--- config.mk ---
export PLATFORM = sky130hd
export DESIGN_NAME = agc_sequencer
export DESIGN_NICKNAME = d
export VERILOG_FILES = /design/src/rtl/agc_sequencer.sv
export SDC_FILE = /design/constraint.sdc
export NUM_CORES = 1
export LEC_CHECK = 0
export ABC_AREA = 1
export CORE_MARGIN = 2
export CORE_UTILIZATION = 36
export CTS_BUF_LIST = sky130_fd_sc_hd__clkbuf_2
export CTS_CLUSTER_DIAMETER = 120
export DETAILED_ROUTE_END_ITERATION = 10
export MAX_ROUTING_LAYER = met4
export PLACE_DENSITY = 0.87
export SETUP_SLACK_MARGIN = 0.2
export SLEW_MARGIN = 20
export SYNTH_ARGS = -nofsm -noshare
export SYNTH_HDL_FRONTEND = slang
export SYNTH_SLANG_ARGS = --single-unit
--- constraint.sdc ---
create_clock -name clk -period 1.79 [get_ports clk]
set_input_delay 0.179 -clock clk [delete_from_list [all_inputs] [get_ports clk]]
set_output_delay 0.179 -clock clk [all_outputs]
set_load 0.01 [all_outputs]
--- src/rtl/agc_sequencer.sv ---
// agc_sequencer: AGC control unit; fetches, increments Z through the ALU, then runs per-opcode micro-cycles.
// Ports: clk, reset_n (async active-low), mem_data/acc_zero from the datapath; alu_op, mux selects,
//        write enables, instr_done pulse and latched opcode drive the datapath.
// Optional: define AGC_SEQ_STEP_EN to add the step input and a HOLD state between instructions.
module agc_sequencer #(
    parameter int ALU_LAT = 1
) (
    input  logic        clk,
    input  logic        reset_n,
`ifdef AGC_SEQ_STEP_EN
    input  logic        step,
`endif
    input  logic [15:0] mem_data,
    input  logic        acc_zero,
    output logic [2:0]  alu_op,
    output logic [1:0]  MAddr_MUX,
    output logic [1:0]  Q_MUX,
    output logic [1:0]  A_MUX,
    output logic [1:0]  X_MUX,
    output logic [1:0]  Z_MUX,
    output logic [1:0]  Y_MUX,
    output logic        LP_MUX,
    output logic        B_MUX,
    output logic        LP_WE,
    output logic        G_WE,
    output logic        Q_WE,
    output logic        B_WE,
    output logic        A_WE,
    output logic        Y_WE,
    output logic        X_WE,
    output logic        Z_WE,
    output logic        mem_WE,
    output logic        instr_done,
    output logic [2:0]  opcode
);
    localparam logic [3:0] S_RST = 4'd0, S_FETCH = 4'd1, S_INC_LD = 4'd2, S_WAIT = 4'd3, S_INC_WB = 4'd4;
    localparam logic [3:0] S_EX1 = 4'd5, S_EX2 = 4'd6, S_EX3 = 4'd7, S_HOLD = 4'd8;
`ifdef AGC_SEQ_STEP_EN
    localparam logic [3:0] S_DONE = S_HOLD;
`else
    localparam logic [3:0] S_DONE = S_FETCH;
`endif
    localparam logic [2:0] OP_TC = 3'd0, OP_CA = 3'd1, OP_AD = 3'd2, OP_MASK = 3'd3;
    localparam logic [2:0] OP_TS = 3'd4, OP_XCH = 3'd5, OP_CS = 3'd6;
    localparam logic [2:0] ALU_ADD = 3'd0, ALU_AND = 3'd2;
    localparam logic [1:0] LAT_M1 = (ALU_LAT > 0) ? 2'(ALU_LAT - 1) : 2'd0;

    logic [3:0] r_state, w_next;
    logic [2:0] r_opcode;
    logic [1:0] r_cnt;
    logic       r_ret;
    logic       w_adm;
    logic [2:0] w_alu;
    logic       w_unused;

    assign w_unused = ^mem_data[12:0];
    assign w_adm    = (r_opcode == OP_AD) || (r_opcode == OP_MASK);
    assign w_alu    = (r_opcode == OP_MASK) ? ALU_AND : ALU_ADD;
    assign opcode   = r_opcode;

    always_comb begin
        w_next = S_FETCH;
        case (r_state)
            S_RST:    w_next = S_FETCH;
            S_FETCH:  w_next = S_INC_LD;
            S_INC_LD: w_next = (ALU_LAT == 0) ? S_INC_WB : S_WAIT;
            S_WAIT:   w_next = (r_cnt != 2'd0) ? S_WAIT : (r_ret ? S_EX2 : S_INC_WB);
            S_INC_WB: w_next = S_EX1;
            S_EX1:    w_next = w_adm ? ((ALU_LAT == 0) ? S_EX2 : S_WAIT)
                             : ((r_opcode == OP_XCH) || (r_opcode == OP_CS)) ? S_EX2 : S_DONE;
            S_EX2:    w_next = (r_opcode == OP_XCH) ? S_EX3 : S_DONE;
            S_EX3:    w_next = S_DONE;
`ifdef AGC_SEQ_STEP_EN
            S_HOLD:   w_next = step ? S_FETCH : S_HOLD;
`endif
            default:  w_next = S_FETCH;
        endcase
    end

    // The counter and return tag are loaded only on entry to WAIT; r_ret picks INC_WB or EX2 on exit.
    always_ff @(posedge clk or negedge reset_n) begin
        if (!reset_n) begin
            r_state  <= S_RST;
            r_opcode <= 3'd0;
            r_cnt    <= 2'd0;
            r_ret    <= 1'b0;
        end else begin
            r_state <= w_next;
            if (r_state == S_FETCH)
                r_opcode <= mem_data[15:13];
            if (w_next == S_WAIT && r_state != S_WAIT) begin
                r_cnt <= LAT_M1;
                r_ret <= (r_state == S_EX1);
            end else if (r_state == S_WAIT)
                r_cnt <= r_cnt - 2'd1;
        end
    end

    // Moore decode; an async reset forces S_RST so every enable drops at once.
    always_comb begin
        alu_op     = ALU_ADD;
        MAddr_MUX  = 2'd0;
        Q_MUX      = 2'd0;
        A_MUX      = 2'd0;
        X_MUX      = 2'd0;
        Z_MUX      = 2'd0;
        Y_MUX      = 2'd0;
        LP_MUX     = 1'b0;
        B_MUX      = 1'b0;
        LP_WE      = 1'b0;
        G_WE       = 1'b0;
        Q_WE       = 1'b0;
        B_WE       = 1'b0;
        A_WE       = 1'b0;
        Y_WE       = 1'b0;
        X_WE       = 1'b0;
        Z_WE       = 1'b0;
        mem_WE     = 1'b0;
        instr_done = 1'b0;
        case (r_state)
            S_FETCH: begin
                B_WE = 1'b1;
                G_WE = 1'b1;
            end
            S_INC_LD: begin
                X_MUX = 2'd1;
                X_WE  = 1'b1;
                Y_MUX = 2'd2;
                Y_WE  = 1'b1;
            end
            S_WAIT:   alu_op = r_ret ? w_alu : ALU_ADD;
            S_INC_WB: begin
                Z_MUX = 2'd1;
                Z_WE  = 1'b1;
            end
            S_EX1: begin
                case (r_opcode)
                    OP_TC: begin
                        Q_MUX      = 2'd2;
                        Q_WE       = 1'b1;
                        Z_MUX      = 2'd2;
                        Z_WE       = 1'b1;
                        instr_done = 1'b1;
                    end
                    OP_CA: begin
                        MAddr_MUX  = 2'd1;
                        A_WE       = 1'b1;
                        instr_done = 1'b1;
                    end
                    OP_AD, OP_MASK: begin
                        MAddr_MUX = 2'd1;
                        X_WE      = 1'b1;
                        Y_MUX     = 2'd1;
                        Y_WE      = 1'b1;
                        alu_op    = w_alu;
                    end
                    OP_TS: begin
                        MAddr_MUX  = 2'd1;
                        mem_WE     = 1'b1;
                        instr_done = 1'b1;
                    end
                    OP_XCH: begin
                        MAddr_MUX = 2'd1;
                        G_WE      = 1'b1;
                    end
                    OP_CS: begin
                        MAddr_MUX = 2'd1;
                        A_WE      = 1'b1;
                    end
                    default: begin
                        Z_MUX      = 2'd2;
                        Z_WE       = acc_zero;
                        instr_done = 1'b1;
                    end
                endcase
            end
            S_EX2: begin
                case (r_opcode)
                    OP_AD, OP_MASK: begin
                        A_MUX      = 2'd1;
                        A_WE       = 1'b1;
                        alu_op     = w_alu;
                        instr_done = 1'b1;
                    end
                    OP_XCH: begin
                        MAddr_MUX = 2'd1;
                        mem_WE    = 1'b1;
                    end
                    default: begin
                        A_MUX      = 2'd2;
                        A_WE       = 1'b1;
                        instr_done = 1'b1;
                    end
                endcase
            end
            S_EX3: begin
                A_MUX      = 2'd3;
                A_WE       = 1'b1;
                instr_done = 1'b1;
            end
            default: ;
        endcase
    end
endmodule
==> run metrics <==
switch share between 40% and 50%; vias in the first global route about 900; max-cap violation count 0; Vias a little under 1000; number of vias per cell approximately 4.9; outcome complete, but fails checks; setup TNS -0.0261 ns; Reg2Reg Capture Point r_cnt[0]$_DFFE_PN0P_; most common cell after layout, fill and taps aside buf_4; CP arrival approximately 1.6 ns; Die Width roughly 49 um; post-synthesis register bit count 9; Yosys Warn Count 0; Cell Area, Synth around 730 um2; sequential-to-total area share from yosys stat 30.7%; overall power roughly 2.7 mW; register area between 200 and 250 um2; final hold vios 0; DRC 0; Hold WS 0.230 ns; clock power share roughly 4.6%; largest net degree at the start of global routing 10; Layout Nets 195; fmax between 500 and 600 MHz; Initial Util a little under two fifths; Non-Filler Instances 201; final-report max-slew violation count 0; CTS tree yes; Setup CP Type reg2out; clk slew on worst S/H paths 0.09 ns; peak supply drop around 1.1 mV; Area Overhead vs Synth 91.8%; CP startpoint kind flop; Final Setup Violations 2; number of H-tree levels 1; Worst setup EP type output port; grt total ovfl 0; DRT Pass-1 Iters 4; initial antenna violation count 0; post-synth cell types 20; CTS Root Cell clkbuf_2; area of the multi-input gates ~550 um2; most frequent cells in the layout buf_4 (29), nand2_1 (18), buf_2 (16), buf_6 (10), inv_1 (9); first-pass GRT wire length ~3.8 mm; die area around 2400 um2; Crit Path Max Fanout 4; failing checks negative setup slack; I/O Pins slightly below 50; power density over the cells 1920 nW/um2; Post-DP HPWL 1.59 mm; Routed WL between 2 and 3 mm; gpl congestion between 0.8 and 0.9; Chip Height about 50 um; clk buf depth 2; crit share post-route 101%; share of cells above drive strength 1 63.8%; power share of the sequential group between 10% and 20%; Finished Core Util a little over 70%; Pleak a little under 0.8 nW; slack of the critical path -0.0133 ns; unrepaired setup endpoints after global routing yes; port bufs 27; DP Cell Count between 150 and 200; syn avg cell area approximately 6.7 um2; Reg2Reg Depth 11; switching pwr about 1.3 mW; Tmin final 1.80 ns; hold crit path type in2async; Worst-Skew Late Latency between 0.2 and 0.25 ns; worst r2r src r_state[1]$_DFF_PN0_; number of DRC markers in iteration 0 18; Fill cells roughly 150; Combinational Power Share 78.4%; wire per inst between 10 and 15 um; hold buffer count at cts 0; clk sinks 9; Int Power 1.42 mW; Synth Instances ~110; clk_skew 0.00596 ns; antenna fix cells 0; core area between 1500 and 2000 um2; worst path required time about 1.6 ns; CTS buffer count 3; DRT antenna net count 0; global-route usage over all layers 20.4%; row count 16; flop2flop setup slack ~0.17 ns
==> worst max-delay path, stage by stage, from the launching register on <==
cell and delay, ns:
dfrtp_2 0.45, buf_4 0.16, nand3_4 0.08, inv_2 0.04
nand2_2 0.07, nand2_2 0.08, nor2_4 0.13, nand3_2 0.10
nor2_2 0.14, buf_2 0.14
==> power by group through the flow <==
stage	registers [mW]	clock network, mW	logic, mW
after floorplan	0.408	0	0.731
after global placement	0.393	0	1.42
after detailed placement	0.400	0	1.48
after CTS	0.437	0.127	1.77
after global routing	0.474	0.145	2.26
final	0.461	0.123	2.13
==> flip-flops by register name (all words and copies together), names as in the netlist <==
register	cells
opcode	3
r_ret	1
r_state	3
r_cnt	2
==> layer usage <==
metal | GRT usage, % | share of wire [%]
met1 | 22.1 | 37
met2 | 38.7 | 55
met3 | 1.53 | 5.3
met4 | 6.67 | 2.6
met5 | - | 0
==> cell usage after synthesis <==
master,instances,area (um2)
nand3_1,11,55.1
or2_1,1,6.26
nor2_1,12,45.0
conb_1,1,3.75
nor3_1,2,10.0
nor2_2,1,6.26
inv_2,3,11.3
o21ai_0,8,40.0
nand3_2,2,20.0
ha_1,1,12.5
inv_1,15,56.3
nor2_8,1,20.0
dfrtp_1,9,225
a211oi_1,1,7.51
o22ai_1,1,6.26
buf_4,11,82.6
nand2_1,25,93.8
nand2_2,1,6.26
a21oi_1,2,10.0
o21ai_4,1,16.3
==> repair_timing <==
item                                    4_1_cts  5_1_grt
cloned                                        0        0
pin swaps                                     6       14
endpoints found under the setup margin       19       22
endpoints found under the hold margin         0        0
resized for setup                           107       33
setup buffers                                10        5
==> area by class of cell <==
cell class / instances / share of cell area (%)
tap: 27 / 2.40
inverter: 18 / 4.97
timing repair buffer: 65 / 35.8
clock buffer: 4 / 1.42
multi-input combinational: 78 / 39.0
sequential: 9 / 16.4
==> through the flow <==
stage	area (um2)	worst slack, ns
finish	1410	-0.0133
detailed placement	1150	-0.153
floorplan	761	0.221
CTS	1300	0.0693
global route	1410	-0.110
global placement	1150	-0.0861
==> logic make-up (layout without fill, tap and decap cells) <==
logic type / after synthesis / in the layout / share of synthesized area, %
AO/OA/AOI/OAI: 13 / 13 / 10.9
adder cells (fa/ha/maj): 1 / 1 / 1.70
buffers and inverters: 29 / 87 / 20.4
flip-flops: 9 / 9 / 30.7
other: 1 / 8 / 0.511
AND/OR/NAND/NOR: 56 / 56 / 35.8
==> worst max path at each step <==
stage                          startpoint  cells after the start   end  slack (ns)
global route         r_state[2]$_DFF_PN0_                      8  Y_WE       -0.11
CTS                 opcode[1]$_DFFE_PN0P_                     10  Z_WE        0.07
finish               r_state[1]$_DFF_PN0_                      9  X_WE       -0.01
floorplan           opcode[0]$_DFFE_PN0P_                      9  Y_WE        0.22
detailed placement  opcode[0]$_DFFE_PN0P_                      9  Y_WE       -0.15
global placement    opcode[1]$_DFFE_PN0P_                      9  X_WE       -0.09
No activity file was read; power rests on OpenSTA's default activity.
